--- config.mk ---
export PLATFORM = sky130hd
export DESIGN_NAME = rect_fill_engine_flat
export DESIGN_NICKNAME = d
export VERILOG_FILES = /design/src/rtl/rect_fill_engine_if.sv /design/src/rtl/rect_fill_engine.sv /design/src/flat_wrapper.sv
export SDC_FILE = /design/constraint.sdc
export NUM_CORES = 1
export LEC_CHECK = 0
export CORE_ASPECT_RATIO = 0.6
export CORE_MARGIN = 2
export CORE_UTILIZATION = 40
export CTS_BUF_LIST = sky130_fd_sc_hd__clkbuf_4 sky130_fd_sc_hd__clkbuf_8
export DETAILED_ROUTE_END_ITERATION = 12
export GPL_TIMING_DRIVEN = 0
export PLACE_DENSITY = 0.72
export RECOVER_POWER = 100
export REMOVE_ABC_BUFFERS = 1
export SETUP_SLACK_MARGIN = 0.3
export SLEW_MARGIN = 20
export SYNTH_ARGS = -nofsm -noshare
export SYNTH_HDL_FRONTEND = slang
export SYNTH_SLANG_ARGS = --single-unit
--- constraint.sdc ---
create_clock -name clk -period 4.3 [get_ports clk]
set_input_delay 0.86 -clock clk [delete_from_list [all_inputs] [get_ports clk]]
set_output_delay 0.86 -clock clk [all_outputs]
set_load 0.005 [all_outputs]
--- src/rtl/rect_fill_engine_if.sv ---
// Request/pixel bundle between a fill requester and rect_fill_engine.
// The requester drives the rectangle description; the engine drives the VGA adapter signals.
interface rect_fill_engine_if #(
  parameter int X_W = 8,
  parameter int Y_W = 7,
  parameter int C_W = 3
);
  logic           start;
  logic [X_W-1:0] x0;
  logic [Y_W-1:0] y0;
  logic [X_W-1:0] x1;
  logic [Y_W-1:0] y1;
  logic [1:0]     mode;
  logic [C_W-1:0] colour;
  logic           done;
  logic [X_W-1:0] vga_x;
  logic [Y_W-1:0] vga_y;
  logic [C_W-1:0] vga_colour;
  logic           vga_plot;

  modport master (
    output start, x0, y0, x1, y1, mode, colour,
    input  done, vga_x, vga_y, vga_colour, vga_plot
  );

  modport slave (
    input  start, x0, y0, x1, y1, mode, colour,
    output done, vga_x, vga_y, vga_colour, vga_plot
  );
endinterface

--- src/rtl/rect_fill_engine.sv ---
// Column-major rectangle filler for the VGA adapter: one pixel per clock,
// four colour patterns, start/done handshake, all outputs registered.
module rect_fill_engine #(
  parameter int SCREEN_W     = 160,
  parameter int SCREEN_H     = 120,
  parameter int X_W          = 8,
  parameter int Y_W          = 7,
  parameter int C_W          = 3,
  parameter int STRIPE_SHIFT = 0
) (
  input  logic               clk,
  input  logic               rst_n,
  rect_fill_engine_if.slave  bus
);

  typedef enum logic [1:0] {IDLE, FILL, DONE} state_t;

  // One extra bit so the clip and end-of-column compares never wrap.
  localparam logic [X_W:0] X_LAST = (X_W+1)'(SCREEN_W - 1);
  localparam logic [Y_W:0] Y_LAST = (Y_W+1)'(SCREEN_H - 1);

  state_t         state_reg, state_next;
  logic [X_W:0]   x_cnt_reg, x_cnt_next;
  logic [Y_W:0]   y_cnt_reg, y_cnt_next;
  logic [X_W:0]   xh_reg, xh_next;
  logic [Y_W:0]   yl_reg, yl_next;
  logic [Y_W:0]   yh_reg, yh_next;
  logic [1:0]     mode_reg, mode_next;
  logic [C_W-1:0] colour_reg, colour_next;
  logic           done_reg, done_next;
  logic           plot_reg, plot_next;
  logic [X_W-1:0] vx_reg, vx_next;
  logic [Y_W-1:0] vy_reg, vy_next;
  logic [C_W-1:0] vc_reg, vc_next;

  logic [X_W:0]   in_xl, in_xh, px;
  logic [Y_W:0]   in_yl, in_yh, py;
  logic [1:0]     pm;
  logic [C_W-1:0] pc;
  logic           load_pixel;

  always_ff @(posedge clk or negedge rst_n) begin
    if (!rst_n) begin
      state_reg  <= IDLE;
      x_cnt_reg  <= '0;
      y_cnt_reg  <= '0;
      xh_reg     <= '0;
      yl_reg     <= '0;
      yh_reg     <= '0;
      mode_reg   <= '0;
      colour_reg <= '0;
      done_reg   <= 1'b0;
      plot_reg   <= 1'b0;
      vx_reg     <= '0;
      vy_reg     <= '0;
      vc_reg     <= '0;
    end else begin
      state_reg  <= state_next;
      x_cnt_reg  <= x_cnt_next;
      y_cnt_reg  <= y_cnt_next;
      xh_reg     <= xh_next;
      yl_reg     <= yl_next;
      yh_reg     <= yh_next;
      mode_reg   <= mode_next;
      colour_reg <= colour_next;
      done_reg   <= done_next;
      plot_reg   <= plot_next;
      vx_reg     <= vx_next;
      vy_reg     <= vy_next;
      vc_reg     <= vc_next;
    end
  end

  always_comb begin
    state_next  = state_reg;
    x_cnt_next  = x_cnt_reg;
    y_cnt_next  = y_cnt_reg;
    xh_next     = xh_reg;
    yl_next     = yl_reg;
    yh_next     = yh_reg;
    mode_next   = mode_reg;
    colour_next = colour_reg;
    done_next   = done_reg;
    plot_next   = plot_reg;
    vx_next     = vx_reg;
    vy_next     = vy_reg;
    vc_next     = vc_reg;
    px          = x_cnt_reg;
    py          = y_cnt_reg;
    pm          = mode_reg;
    pc          = colour_reg;
    load_pixel  = 1'b0;

    in_xl = (bus.x0 < bus.x1) ? {1'b0, bus.x0} : {1'b0, bus.x1};
    in_xh = (bus.x0 < bus.x1) ? {1'b0, bus.x1} : {1'b0, bus.x0};
    in_yl = (bus.y0 < bus.y1) ? {1'b0, bus.y0} : {1'b0, bus.y1};
    in_yh = (bus.y0 < bus.y1) ? {1'b0, bus.y1} : {1'b0, bus.y0};
    if (in_xh > X_LAST) in_xh = X_LAST;
    if (in_yh > Y_LAST) in_yh = Y_LAST;

    unique case (state_reg)
      IDLE: begin
        if (bus.start) begin
          mode_next   = bus.mode;
          colour_next = bus.colour;
          xh_next     = in_xh;
          yl_next     = in_yl;
          yh_next     = in_yh;
          if (in_xl > X_LAST || in_yl > Y_LAST) begin
            state_next = DONE;
            done_next  = 1'b1;
          end else begin
            // First pixel is presented straight from the inputs being latched.
            state_next = FILL;
            x_cnt_next = in_xl;
            y_cnt_next = in_yl;
            px         = in_xl;
            py         = in_yl;
            pm         = bus.mode;
            pc         = bus.colour;
            load_pixel = 1'b1;
          end
        end
      end
      FILL: begin
        if (x_cnt_reg == xh_reg && y_cnt_reg == yh_reg) begin
          state_next = DONE;
          done_next  = 1'b1;
          plot_next  = 1'b0;
        end else begin
          if (y_cnt_reg == yh_reg) begin
            px = x_cnt_reg + (X_W+1)'(1);
            py = yl_reg;
          end else begin
            py = y_cnt_reg + (Y_W+1)'(1);
          end
          x_cnt_next = px;
          y_cnt_next = py;
          load_pixel = 1'b1;
        end
      end
      DONE: begin
        plot_next = 1'b0;
        if (!bus.start) begin
          state_next = IDLE;
          done_next  = 1'b0;
        end
      end
      default: state_next = IDLE;
    endcase

    // Pattern is evaluated on the absolute coordinates of the pixel being loaded.
    if (load_pixel) begin
      plot_next = 1'b1;
      vx_next   = px[X_W-1:0];
      vy_next   = py[Y_W-1:0];
      unique case (pm)
        2'd0:    vc_next = pc;
        2'd1:    vc_next = pc + C_W'(px >> STRIPE_SHIFT);
        2'd2:    vc_next = pc + C_W'(py >> STRIPE_SHIFT);
        default: vc_next = (px[STRIPE_SHIFT] ^ py[STRIPE_SHIFT]) ? ~pc : pc;
      endcase
    end
  end

  assign bus.done       = done_reg;
  assign bus.vga_plot   = plot_reg;
  assign bus.vga_x      = vx_reg;
  assign bus.vga_y      = vy_reg;
  assign bus.vga_colour = vc_reg;

endmodule

--- src/flat_wrapper.sv ---
// flat-port wrapper written by rule: the top's interface ports become plain ports
module rect_fill_engine_flat 
#(
  parameter int SCREEN_W     = 160,
  parameter int SCREEN_H     = 120,
  parameter int X_W          = 8,
  parameter int Y_W          = 7,
  parameter int C_W          = 3,
  parameter int STRIPE_SHIFT = 0
)
  (clk, rst_n, bus_start, bus_x0, bus_y0, bus_x1, bus_y1, bus_mode, bus_colour, bus_done, bus_vga_x, bus_vga_y, bus_vga_colour, bus_vga_plot);
  rect_fill_engine_if #(.X_W(X_W), .Y_W(Y_W), .C_W(C_W)) bus_i ();
  input  logic clk;
  input  logic rst_n;
  input wire logic [$bits(bus_i.start)-1:0] bus_start;
  input wire logic [$bits(bus_i.x0)-1:0] bus_x0;
  input wire logic [$bits(bus_i.y0)-1:0] bus_y0;
  input wire logic [$bits(bus_i.x1)-1:0] bus_x1;
  input wire logic [$bits(bus_i.y1)-1:0] bus_y1;
  input wire logic [$bits(bus_i.mode)-1:0] bus_mode;
  input wire logic [$bits(bus_i.colour)-1:0] bus_colour;
  output wire logic [$bits(bus_i.done)-1:0] bus_done;
  output wire logic [$bits(bus_i.vga_x)-1:0] bus_vga_x;
  output wire logic [$bits(bus_i.vga_y)-1:0] bus_vga_y;
  output wire logic [$bits(bus_i.vga_colour)-1:0] bus_vga_colour;
  output wire logic [$bits(bus_i.vga_plot)-1:0] bus_vga_plot;
  assign bus_i.start = bus_start;
  assign bus_i.x0 = bus_x0;
  assign bus_i.y0 = bus_y0;
  assign bus_i.x1 = bus_x1;
  assign bus_i.y1 = bus_y1;
  assign bus_i.mode = bus_mode;
  assign bus_i.colour = bus_colour;
  assign bus_done = bus_i.done;
  assign bus_vga_x = bus_i.vga_x;
  assign bus_vga_y = bus_i.vga_y;
  assign bus_vga_colour = bus_i.vga_colour;
  assign bus_vga_plot = bus_i.vga_plot;
  rect_fill_engine #(.SCREEN_W(SCREEN_W), .SCREEN_H(SCREEN_H), .X_W(X_W), .Y_W(Y_W), .C_W(C_W), .STRIPE_SHIFT(STRIPE_SHIFT)) u_core (.clk(clk), .rst_n(rst_n), .bus(bus_i));
endmodule
# Word level (Yosys, flattened, before mapping)
# Index checks and enable logic that the tools add are counted.
[word_totals] out_inout_bits=20 register_bits=69 input_bits=38 word_cells=95
[op_classes] n_bitwise=2 reduce_logical=13 n_addsub=4 muxes=41 magnitude_cmp=6 n_eq_ne=14
[op_table] op="8-bit 2-to-1 mux" count=8
[op_table] op="9-bit 2-to-1 mux" count=4
[op_table] op="9-bit by 8-bit greater-than comparator with 1-bit output, second input constant" count=2
[op_table] op="9-bit case mux with 2 select lines" count=1
[op_table] op="8-bit by 7-bit greater-than comparator with 1-bit output, second input constant" count=2
[op_table] op="8-bit case mux with 2 select lines" count=1
[op_table] op="2-bit 2-to-1 mux" count=7
[op_table] op="7-bit 2-to-1 mux" count=2
[op_table] op="3-bit 2-to-1 mux" count=4
[op_table] op="5-bit AND reduction" count=2
[op_table] op="9-bit by 1-bit adder with 9-bit output, second input constant" count=1
[op_table] op="9-bit == test" count=1
[op_table] op="1-bit 2-to-1 mux" count=9
[op_table] op="3-bit case mux with 3 select lines" count=1
[op_table] op="8-bit by 1-bit adder with 8-bit output, second input constant" count=1
[op_table] op="8-bit == test" count=1
[op_table] op="8-bit less-than comparator" count=1
[op_table] op="2-bit inequality test, second input constant" count=4
[op_table] op="7-bit less-than comparator" count=1
[op_table] op="3-bit adder" count=2
[op_table] op="2-bit by 1-bit inequality test with 1-bit output, second input constant" count=3
[op_table] op="2-bit case mux with 3 select lines" count=1
[op_table] op="3-bit nonzero test" count=2
[op_table] op="2-bit by 1-bit == test with 1-bit output, second input constant" count=2
[op_table] op="other kinds (13)" count=17

# Longest topological paths before layout
# Gate-level depths: netlist of run 1.
[logic_depth] depth_word=10 mapped_depth=20 depth_no_buf=19

# Worst setup path before layout of run 1
# OpenSTA, ideal clock, no wires.
[synth_path] kind="in2reg" from="in bus_x1[1]" to="reg u_core.vc_reg[2] (netlist: u_core.bus.vga_colour[2])" stages=18 arrival_ns=4.885 required_ns=4.196 path_slack_ns=-0.689 path_cell_list="inv_1 -> ha_1 -> a2111o_1 -> a221oi_4 -> mux2i_1 -> nor3_4 -> mux2_2 -> ha_1 -> inv_1 -> nor2_1 -> a21oi_1 -> ha_1 -> inv_1 -> fa_1 -> or3_1 -> a21oi_1 -> mux2i_1 -> a221oi_1"
[synth_via] elab_chain_len=10 word_cells_on_any_way=28
[synth_rtl] item="from (decl)" line="flat_wrapper.sv:18" rtl="input wire logic [$bits(bus_i.x1)-1:0] bus_x1;"
[synth_rtl] item="8-bit less-than comparator" line="rect_fill_engine.sv:94" rtl="in_xl = (bus.x0 < bus.x1) ? {1'b0, bus.x0} : {1'b0, bus.x1};"
[synth_rtl] item="8-bit 2-to-1 mux *" line="rect_fill_engine.sv:94"
[synth_rtl] item="parallel branches: the longest is 8 deep, another holds 9-bit by 8-bit greater-than comparator with 1-bit output"
[synth_rtl] item="to (signal assigned)" line="rect_fill_engine.sv:70" rtl="vc_reg <= vc_next;"
[synth_rtl] item="to (decl)" line="rect_fill_engine.sv:34" rtl="logic [C_W-1:0] vc_reg, vc_next;"
# Mark *: on every way between the ends. The select of a mux whose other input is x is not followed.
# A chain may end at the register's enable or synchronous reset.

# Worst setup path after layout of run 1
# Same ends and word-level chain as after synthesis.

==> results of run 1 <==
cells in the final DEF (no fill, tap or decap), drive strengths merged, types with 4 or more instances in the layout:
cell            n
nand4           6
nand2          71
dfrtp          66
nor2           53
o21ai          31
nor4            5
mux2i          19
and3            6
o31ai           4
nor3            9
mux2           14
dlygate4sd2     7
a21o            7
a31oi          11
clkdlybuf4s50  10
clkbuf         22
a221oi          5
a211oi          5
inv            29
a21oi          39
o211ai         12
nand3          13
a22oi           4
dlygate4sd3    20
clkinv          5
xor2           15
ha             23
buf            36
xnor2           5
final timing paths:
check / start / end / slack [ps] / depth (start not counted)
worst max-delay path: bus_x1[1] / u_core.bus.vga_colour[2] / -180 / 19
worst min-delay path: rst_n / u_core.bus.vga_plot / 480 / 1
worst max register to register: u_core.state_reg[0] / u_core.bus.vga_colour[2] / -30 / 17
worst min register to register: u_core.bus.vga_colour[1] / u_core.bus.vga_colour[1] / 480 / 1
max in group asynchronous: rst_n / u_core.bus.vga_y[6] / 700 / 2
min in group clk: u_core.bus.vga_colour[1] / u_core.bus.vga_colour[1] / 480 / 1
per-layer routing:
metal	part of all wire, %	routed length (microns)	track usage, %
met1	47	6180	31.3
met2	43	5680	32.3
met3	8.4	1110	6.41
met5	0	0	0
met4	1.3	176	5.73
what timing repair did:
item	CTS	global route
resized for setup	87	45
hold buffers	0	0
buffers inserted	25	7
pin swaps	25	23
cloned	2	0
setup endpoints to repair	39	6
through the flow:
| stage | instance area (sq um) | hold slack (ps) | utilization (%) | instances |
|---|---|---|---|---|
| after floorplan | 4450 | 439 | - | 497 |
| after global placement | 5200 | 450 | 46.5 | 698 |
| after detailed placement | 5250 | 470 | 46.9 | 700 |
| after CTS | 5830 | 318 | 52.1 | 743 |
| after global routing | 5910 | 492 | 52.9 | 751 |
| final | 5910 | 476 | 52.9 | 751 |
Yosys cell counts (7+ instances only):
cell	count	area share (%)
nand2_1	71	5.9
dfrtp_1	66	36
nor2_1	51	4.2
a21oi_1	38	4.2
o21ai_0	30	3.3
inv_1	29	2.4
ha_1	23	6.3
clkbuf_1	19	1.6
mux2i_1	19	4.2
xor2_1	15	2.9
mux2_2	13	3.2
nand3_1	13	1.4
o211ai_1	12	2.0
a31oi_1	11	1.5
nor3_1	8	0.88
a21o_1	7	1.2
worst register-to-register path, stage by stage, from the launching register on:
cell and delay (ps):
dfrtp_1 440, inv_1 110, ha_2 520, and2_1 710, o211a_4 320, nand2_4 70
mux2i_4 200, ha_4 180, inv_4 70, nor2_4 30, a21oi_2 120, ha_2 190
inv_2 40, fa_2 330, or3_4 420, a21oi_4 160, mux2i_2 80, a221oi_2 260
cells by family (layout without fill, tap and decap cells):
logic type                 after synthesis  after routing
AOI/OAI and AO/OA                      148            149
buffers and inverters                   55            137
and+or+nand+nor                        175            176
adders and majority gates               24             24
xor gates and xnor gates                22             22
muxes                                   33             33
DFF                                     66             66
power breakdown:
group	internal [mW]	leakage, nW	total [mW]	switching, mW
logic	1.14	1.74	2.46	1.32
clock network	0.266	0.0990	0.535	0.269
registers	0.931	0.790	1.22	0.285
area by class of cell:
cell class              count  area (sq um)
fillers                  1004          5270
multi-input cells         404          2990
flip-flops and latches     66          1650
repair buffers             92           787
well taps                 144           180
clock buffers               9           124
inverters                  29           114
clock inverters             7          70.1
==> results.cfg, run 1 <==
[outcome]
status = complete, but fails checks
violations = capacitance limit, slew limit, setup timing

[routing]
routed_wl_microns = 13200
drc = 0
drtIter0Drc = 348
dr_total_vias = 4370
wl_per_cell_microns = 17.5
vias_per_cell = 5.82
firstDrtPassIters = 6
drtAntennaViolNets = 0

[flow_run]
cap_violations = 1

[layout]
drive_gt1_share_pct = 22.6
num_antenna_cells = 0
largest_register_ffs = 9
area_growth_pct = 29.8
nets = 664

[pwr]
pwr_density_cell_mw_per_mm2 = 712
leakage_nw = 2.63
p_total_mw = 4.21
max-vdd-ir-drop_uv = 336

[hold_path]
worstHoldPathType = in -> async

[global_route]
grt_pass1_vias = 4166
grt_pass1_wl_microns = 21000
antenna_found_initial = 0
track_usage_pct = 21.8
overflow = 0
grt_start_max_net_pins = 56

[logic_synthesis]
synth_simple_gate_area_share_pct = 17.3
yosys_warnings = 0
ys_types = 67
synth-xor-area-share_pct = 4.86
synth_fa_ha_area_share_pct = 6.76
ys_seq_elements = 66
synth_ff_type = dfrtp_1
synth_edf_count = 0
synth_compound_area_share_pct = 22.5
async_reset_ff_share_pct = 100
seq_area_frac_synth_pct = 36.3
synth_cells = 523
synth_top_family_by_area = compound AO/OA/AOI/OAI gates
synth_mux_area_share_pct = 7.72
synth_area_sq_mm = 0.00455
avgSynthCellArea_sq_um = 8.71

[die]
ioPinCount = 58
core_sq_mm = 0.0112
fp.dieW_microns = 142
rows = 30
dieHeight_microns = 86.7
dieArea_sq_mm = 0.0123
start_util_pct = 40.7

[clock_network]
clk_latency_ps = 370
path_clk_slew_ps = 80
cts-root-buf = clkbuf_8
htree_levels = 3
clock-sinks = 66
clockBufferDepth = 2
cts_tree = yes
numCtsBuffers = 9

[timing]
report.final.slew_viol_count = 56
timing.final.ws_setup_ps = -178
rsz0062_at_grt = true
fin_setup_tns_ps = -178
fin_crit_ps = 4480
finalClockSkew_ps = 13.3
max_freq_ghz = 0.223
finalHoldViolations = 0
min_period_over_period_pct = 104
worst_pin_slew_ps = 2610
slew_headroom_pct = -74.0
setup_viol = 1

[setup_path]
crit_required_ps = 4580
cp.buffers_inverters = 4
critPathArrivalTime_ps = 4760
crit_fanout = 4
crit_chain = buf_8 -> inv_4 -> ha_4 -> a2111o_1 -> a221oi_4 -> mux2i_4 -> nor3_4 -> mux2_4 -> ha_4 -> inv_4 -> nor2_4 -> a21oi_2 -> ha_2 -> inv_2 -> fa_2 -> or3_4 -> a21oi_4 -> mux2i_2 -> a221oi_2
critical_path_class = in -> reg
critPathMaxStageDelay_ps = 420
slowest_stage = a2111o_1
start_kind = primary input
path_delay_family = compound AO/OA/AOI/OAI gates
endpoint_kind = flip-flop

[placed_design]
hpwl_microns = 8810
place_ws_ps = -2400
portBuffers = 57
place_congestion = 0.913
No activity file was read; power rests on OpenSTA's default activity.
==> run 2: changes to the inputs <==
Settings changed: GPL_TIMING_DRIVEN 0 to unset.
==> results.cfg, run 2 (synthesis gave the netlist of run 1 again) <==
[setup_path]
timing.rr.end = u_core.bus.vga_colour[2]
r2r_cells = 16
critPathArrivalTime_ps = 4560
critical_path_class = in -> reg
endpoint_kind = flip-flop
crit_fanout = 3
crit_required_ps = 4560
r2r_slack_ps = 300
start_kind = primary input
r2r-start = u_core.y_cnt_reg[2]

[die]
dieHeight_microns = 86.7
rows = 30
core_sq_mm = 0.0112
fp.dieW_microns = 142
dieArea_sq_mm = 0.0123
ioPinCount = 58
start_util_pct = 40.7

[routing]
vias_per_cell = 5.63
drtIter0Drc = 507
drtAntennaViolNets = 0
drc = 0
dr_total_vias = 4562
firstDrtPassIters = 6
wl_per_cell_microns = 17.3
highest_layer = met4
routed_wl_microns = 14000
met1_length_microns = 6530
wl_met2_microns = 6130
wl_met3_microns = 1120

[timing]
setup_viol = 0
timing.final.ws_setup_ps = 1.74
finalHoldViolations = 0
hold-worst-slack_ps = 477
fin_setup_tns_ps = 0
report.final.slew_viol_count = 38
fin_crit_ps = 4300
rsz0062_at_grt = true
slew_headroom_pct = -39.0
finalClockSkew_ps = 6.71
min_period_over_period_pct = 100
worst_pin_slew_ps = 2080
max_freq_ghz = 0.233

[pwr]
pwr_density_cell_mw_per_mm2 = 693
leakage_nw = 2.96
max-vdd-ir-drop_uv = 321
p_total_mw = 4.44

[layout]
largest_register_ffs = 9
design_area_sq_mm = 0.00641
final_cell_mix = 90 x buf_4, 69 x nand2_1, 66 x dfrtp_1, 48 x nor2_1, 33 x a21oi_1
final_common_cell = buf_4
num_antenna_cells = 0
drive_gt1_share_pct = 30.3
area_growth_pct = 40.8
nets = 723

[outcome]
status = complete, but fails checks
violations = capacitance limit, slew limit

[global_route]
grt_pass1_vias = 4448
track_usage_pct = 22.7
overflow = 0
grt_start_max_net_pins = 38
antenna_found_initial = 0
grt_pass1_wl_microns = 22000

[clock_network]
cts_tree = yes
clock-sinks = 66
clk_latency_ps = 360
numCtsBuffers = 9
cts-root-buf = clkbuf_8
cts_hold_buffers = 0
path_clk_slew_ps = 70
htree_levels = 3
clockBufferDepth = 2

[hold_path]
holdPathStages = 2
min_from = u_core.bus.vga_y[0]
worstHoldPathType = reg -> reg
hold_end = u_core.bus.vga_y[0]

[placed_design]
place_ws_ps = -1050
portBuffers = 57
hpwl_microns = 9910
place_area_sq_mm = 0.00580
place_congestion = 0.949

[flow_run]
cap_violations = 1
[run 2: cell types whose count changed in the layout (fill, tap and decap cells not counted), moves of 3 or more]
cell	change
buf_4	+60
clkbuf_2	+3
clkbuf_8	+4
clkdlybuf4s50_1	-4
clkinv_2	-3
nor2_2	-4
[run 2: metal layers]
metal	global-route usage, %	vias up
met5	0	-
met4	6.09	0
met3	4.97	31
met2	34.6	201
met1	32.9	2174
li1	-	2156
[run 2: what timing repair did]
action | in CTS | in global routing
setup buffers | 6 | 11
endpoints found under the setup margin | 3 | 2
pin swaps | 29 | 31
resized for setup | 93 | 56
cloned | 1 | 0
[run 2: where the power goes]
| group | leakage, nW | internal (mW) | switching [mW] |
|---|---|---|---|
| combinational | 2.06 | 1.28 | 1.35 |
| clock | 0.117 | 0.345 | 0.242 |
| sequential | 0.790 | 0.931 | 0.295 |
[run 2: how the worst max path moves through the flow]
stage / startpoint / end / slack (ps) / cells after the start
2_1_floorplan: bus_y1[4] / u_core.bus.vga_colour[2] / -1470 / 19
6_report: bus_x1[1] / u_core.bus.vga_colour[2] / 2 / 19
3_5_place_dp: bus_x1[1] / u_core.bus.vga_colour[2] / -1050 / 20
4_1_cts: bus_x1[1] / u_core.bus.vga_colour[2] / -20 / 20
5_1_grt: bus_x1[1] / u_core.bus.vga_colour[2] / -170 / 20
3_3_place_gp: bus_x1[1] / u_core.bus.vga_colour[2] / -890 / 20
[run 2: area by class of cell]
cell class | count | area [sq um]
Multi-Input combinational cell | 402 | 2990
Sequential cell | 66 | 1650
Timing Repair Buffer | 153 | 1250
Clock buffer | 15 | 194
Fill cell | 950 | 4770
Clock inverter | 1 | 30.0
Inverter | 29 | 114
Tap cell | 144 | 180
[run 2: worst max-delay path, cell delays in order]
cell and delay, ps:
buf_8 100, inv_4 50, ha_4 180, a2111o_1 390, a221oi_4 330, buf_6 160, mux2_4 310, nand2_4 90
mux2i_4 270, ha_4 180, inv_4 50, a21oi_2 120, ha_2 190, inv_2 30, fa_2 330, or3_4 400
a21oi_2 150, mux2i_1 90, a221oi_1 280
[run 2: per-stage QoR]
| step | instances | util (%) |
|---|---|---|
| finish | 810 | 57.3 |
| global route | 810 | 57.3 |
| CTS | 799 | 55.9 |
| detailed placement | 776 | 51.9 |
| global placement | 776 | 51.9 |
| floorplan | 497 | - |
==> RTL change 1: new RTL, flow settings as in run 1 <==
Reset style: synchronous (`rst_n`), changed in one clocked block.
--- a/src/rtl/rect_fill_engine.sv
+++ b/src/rtl/rect_fill_engine.sv
@@ -40,5 +40,5 @@
   logic           load_pixel;
 
-  always_ff @(posedge clk or negedge rst_n) begin
+  always_ff @(posedge clk) begin
     if (!rst_n) begin
       state_reg  <= IDLE;
Function: differs if rst_n is asserted again (counterexample within 4 cycles, from zero or initial values and one cycle with rst_n low); with rst_n held inactive, the same outputs for 4 cycles.
==> RTL change 1 against run 1 <==
  * Routed wire length rose by 3.4%
  * Critical endpoint is now u_core.bus.vga_colour[2]$_SDFFE_PN0P_
  * Worst hold slack got worse by 0.023 ns
  * The flow finishes with violations (negative setup slack)
  * Setup slack got worse by 0.039 ns
  * Synthesized area fell by 1.4%
  * Power fell by 30%
  * Final area fell by 1.1%
  * Sequential cell count did not move
  * Clock skew fell by 0.0046 ns
  * Largest power group unchanged
==> RTL change 1: results (changes against run 1) <==
The global-route wire length before repair is 21800 um (was 21000 um). The cell area after placement is 5080 um2 (was 5250 um2). The average wire per standard cell came out at 17.7 um (was 17.5 um). The length of routed wiring on met1 is 6440 um (was 6180 um).

The number of vias per cell after detailed routing was 5.92 (was 5.82). The peak supply drop came out at 0.219 mV (was 0.336 mV). The worst reg-to-reg setup slack came out at -0.15 ns (was -0.03 ns). The routability congestion estimate is 0.884 (was 0.913). The met3 layer usage reported by global route is 0.0558 (was 0.0641). The final-report setup violation count came out at 1 (unchanged). Ranking of synthesized cells by instance count: sky130_fd_sc_hd__nor2_1 (80), sky130_fd_sc_hd__dfxtp_1 (66), sky130_fd_sc_hd__nand2_1 (46), sky130_fd_sc_hd__a21oi_1 (40), sky130_fd_sc_hd__o21ai_0 (30) (was sky130_fd_sc_hd__nand2_1 (71), sky130_fd_sc_hd__dfrtp_1 (66), sky130_fd_sc_hd__nor2_1 (51), sky130_fd_sc_hd__a21oi_1 (38), sky130_fd_sc_hd__o21ai_0 (30)). The total of max-cap violations is 0 (was 1). The pin count of the biggest net entering global routing is 53 (was 56).

The post-synthesis cell count is 559 (was 523). The number of nets in the finished design came to 691 (was 664). The overall track demand over capacity in global routing is 0.225 (was 0.218). The sum of negative setup slack is -0.217 ns (was -0.178 ns). The HPWL after detailed placement was 9200 um (was 8810 um). The clock latency at the later pin of the worst-skew pair is 0.35 ns (was 0.37 ns). The data arrival at the endpoint of the critical path came out at 4.79 ns (was 4.76 ns).

The worst hold path class is reg2reg (was in2async). The wire length on met3 is 938 um (was 1110 um). The most used flip-flop cell after synthesis is sky130_fd_sc_hd__dfxtp_1 (was sky130_fd_sc_hd__dfrtp_1). The share of synthesized area occupied by flip-flops and latches came to 0.294 (was 0.363).

The static leakage is 2.38 nW (was 2.63 nW). The relative max-transition margin came to 0.286 (was -0.740). The worst path setup slack after routing is -0.217 ns (was -0.178 ns). Run status: complete, but fails checks (unchanged).

The fraction of layout instances using a drive strength above 1 came out at 0.263 (was 0.226). The met1 usage in global routing came to 0.306 (was 0.313). The placed instance count is 721 (was 700). The setup slack after placement came out at -2.38 ns (was -2.40 ns). Violated checks: negative setup slack (was max-capacitance violations, max-slew violations, negative setup slack). The routed wire length on met2 is 6020 um (was 5680 um). The post-route clock skew is 0.00864 ns (was 0.0133 ns).
==> RTL change 1: changes by cell type in the layout (fill, tap and decap cells not counted), sizes merged, moves of 10 or more <==
| cell | change |
|---|---|
| dfxtp | +66 |
| xor2 | -10 |
| nor2 | +27 |
| dfrtp | -66 |
| buf | +14 |
| nand2 | -25 |
| a211oi | +26 |
==> RTL change 1: final timing paths <==
kind,start,endpoint,depth (start not counted)
setup / recovery,bus_x1[1],u_core.bus.vga_colour[2]$_SDFFE_PN0P_,21
hold / removal,u_core.bus.vga_y[0]$_SDFFE_PN0P_,u_core.bus.vga_y[0]$_SDFFE_PN0P_,2
setup reg to reg,u_core.state_reg[0]$_SDFFE_PN0P_,u_core.bus.vga_colour[2]$_SDFFE_PN0P_,19
hold reg to reg,u_core.bus.vga_y[0]$_SDFFE_PN0P_,u_core.bus.vga_y[0]$_SDFFE_PN0P_,2
==> RTL change 1: power breakdown <==
part	switching, mW	internal [mW]	total [mW]
combinational	0.842	0.707	1.55
clock	0.233	0.245	0.477
sequential	0.139	0.764	0.903
total	1.21	1.72	2.93
==> RTL change 1: cell families after synthesis <==
logic type	after synthesis	share of synthesized area
AND/OR/NAND/NOR	200	0.209
flip-flops	66	0.294
AO/OA/AOI/OAI	157	0.244
multiplexers	28	0.0649
adder cells (fa/ha/maj)	24	0.0685
buffers and inverters	63	0.0691
XOR/XNOR	21	0.0502
==> RTL change 1: cell type report <==
class / instances / area, um2
Tap cell: 139 / 174
Fill cell: 966 / 4890
Clock buffer: 13 / 166
Sequential cell: 66 / 1320
Timing Repair Buffer: 94 / 817
Inverter: 27 / 114
Multi-Input combinational cell: 431 / 3250
==> RTL change 1: what timing repair did <==
action,4_1_cts,5_1_grt
resized for setup,145,43
endpoints found under the setup margin,35,2
setup buffers,26,9
pin swaps,29,22
gates cloned,1,0
==> RTL change 2: new RTL, settings of run 1 <==
Made on the original files. `X_W` is set to 8 in 3 places; all go to 6.
--- a/src/rtl/rect_fill_engine_if.sv
+++ b/src/rtl/rect_fill_engine_if.sv
@@ -2,5 +2,5 @@
 // The requester drives the rectangle description; the engine drives the VGA adapter signals.
 interface rect_fill_engine_if #(
-  parameter int X_W = 8,
+  parameter int X_W = 6,
   parameter int Y_W = 7,
   parameter int C_W = 3
--- a/src/rtl/rect_fill_engine.sv
+++ b/src/rtl/rect_fill_engine.sv
@@ -4,5 +4,5 @@
   parameter int SCREEN_W     = 160,
   parameter int SCREEN_H     = 120,
-  parameter int X_W          = 8,
+  parameter int X_W          = 6,
   parameter int Y_W          = 7,
   parameter int C_W          = 3,
--- a/src/flat_wrapper.sv
+++ b/src/flat_wrapper.sv
@@ -4,5 +4,5 @@
   parameter int SCREEN_W     = 160,
   parameter int SCREEN_H     = 120,
-  parameter int X_W          = 8,
+  parameter int X_W          = 6,
   parameter int Y_W          = 7,
   parameter int C_W          = 3,
Ports: changed (resized bus_vga_x, bus_x0 and bus_x1); port bits go from 58 to 52. No check against the original RTL was run, so the function may have changed too.
==> RTL change 2 against run 1 <==
  * The flow still finishes with violations (max-capacitance violations, max-slew violations, negative setup slack)
  * Critical endpoint unchanged
  * Synthesized area decreased by 10%
  * Worst hold slack improved by 0.0012 ns
  * Count of clock-buffer cells in the layout rose by 3
  * Utilization is 5.7 points higher
  * Maximum frequency increased by 3.7%
  * Register-to-register slack better by 0.47 ns
  * Setup slack improved by 0.16 ns
  * Routed wire length is 3.6% higher
  * Sequential power decreased by 9%
  * Critical path depth stayed put
  * Sequential cell count fell by 6
  * Critical path type unchanged
  * Final area is 2.2% lower
  * Power decreased by 8.6%
==> RTL change 2: results (changes against run 1) <==
The global-route met2 utilization is 0.372 (was 0.323). Run status: complete, but fails checks (unchanged). The worst hold margin came out at 0.477 ns (was 0.476 ns). The number of vias per cell after detailed routing is 5.95 (was 5.82). The final core utilization came to 0.585 (was 0.529). The net switching share of the total power is 0.425 (was 0.445). The total detailed-routing wirelength came to 13600 um (was 13200 um). The overall track demand over capacity in global routing came out at 0.237 (was 0.218). The storage element area came out at 1500 um2 (was 1650 um2). The placed instance count came to 607 (was 700). The fraction of layout instances using a drive strength above 1 came out at 0.297 (was 0.226).

Dominant cells by area after synthesis: sky130_fd_sc_hd__dfrtp_1 (37%), sky130_fd_sc_hd__ha_1 (6.4%), sky130_fd_sc_hd__nand2_1 (5.4%) (was sky130_fd_sc_hd__dfrtp_1 (36%), sky130_fd_sc_hd__ha_1 (6.3%), sky130_fd_sc_hd__nand2_1 (5.9%)). The number of detailed-route iterations in the first pass is 5 (was 6). The final-report setup violation count came out at 1 (unchanged). The quantity of I/O buffers inserted on ports is 51 (was 57). The cell area after placement came out at 4670 um2 (was 5250 um2).

The count of cells resized by post-cts repair came out at 130 (was 87). The proportion of cell area spent on the clock network is 0.0439 (was 0.0328). The logic depth of the worst register-to-register path is 15 (was 17). The pin count of the biggest net entering global routing came to 39 (was 56). The total of max-cap violations is 1 (unchanged).

The number of nets in the finished design came to 593 (was 664). The final-layout non-clock buffer area share is 0.180 (was 0.133). The static leakage is 2.56 nW (was 2.63 nW). The worst reg-to-reg setup slack came out at 0.44 ns (was -0.03 ns). The number of global-route vias before repair is 3838 (was 4166). The count of final max-slew check failures was 39 (was 56). The worst hold path class is reg2reg (was in2async).

The count of clock-net buffers in the final layout came out at 12 (was 9). The fraction of area in multi-input gates is 0.472 (was 0.505). The worst path setup slack after routing is -0.0187 ns (was -0.178 ns). The peak supply drop came out at 0.426 mV (was 0.336 mV). The timing startpoint of the critical path is bus_y1[2] (was bus_x1[1]). The mean instance size in the synthesized netlist came out at 9.25 um2 (was 8.71 um2). The length of routed wiring on met1 came to 5810 um (was 6180 um). The share of synthesized area occupied by flip-flops and latches came out at 0.368 (was 0.363). The non-clock buffer instance count of the final layout was 107 (was 92). The fraction of power consumed by the clock network came out at 0.172 (was 0.127). The number of DRC markers in iteration 0 is 424 (was 348). The flip-flop count of the largest register after layout came out at 8 (was 9). Violated checks: max-capacitance violations, max-slew violations, negative setup slack (unchanged).

The wire length on met3 came out at 1170 um (was 1110 um). The met1 usage in global routing is 0.309 (was 0.313). The post-route clock skew came out at 0.0128 ns (was 0.0133 ns).

The slew at the pin closest to its max-slew limit is 2.11 ns (was 2.61 ns). The largest incremental delay on the critical path came out at 0.39 ns (was 0.42 ns). The HPWL after detailed placement came to 7930 um (was 8810 um). The global-route wire length before repair is 19800 um (was 21000 um).
RTL change 2: changes by cell type after synthesis, moves of 5 or more:
cell	change
sky130_fd_sc_hd__clkbuf_1	-10
sky130_fd_sc_hd__dfrtp_1	-6
sky130_fd_sc_hd__a221oi_1	+5
sky130_fd_sc_hd__nor3_1	-6
sky130_fd_sc_hd__inv_1	-8
sky130_fd_sc_hd__nor2_1	-22
sky130_fd_sc_hd__nand2_1	-12
sky130_fd_sc_hd__o21ai_0	-8
sky130_fd_sc_hd__a21oi_1	-11
sky130_fd_sc_hd__nand3_1	-7
RTL change 2: worst min-delay path, delay by kind of cell, from the launching register on:
kind | cells | cell delay, ns
flip-flops | 1 | 0.34
AND/OR/NAND/NOR | 2 | 0.11
RTL change 2: cell families (layout without fill, tap and decap cells):
family,Yosys count,after routing,synth area share
buf+inv,43,144,0.0490
compound gates,122,122,0.206
xor+xnor,23,23,0.0512
flops,60,60,0.368
fa+ha+maj,22,22,0.0693
mux,35,35,0.0904
simple gates,136,136,0.166
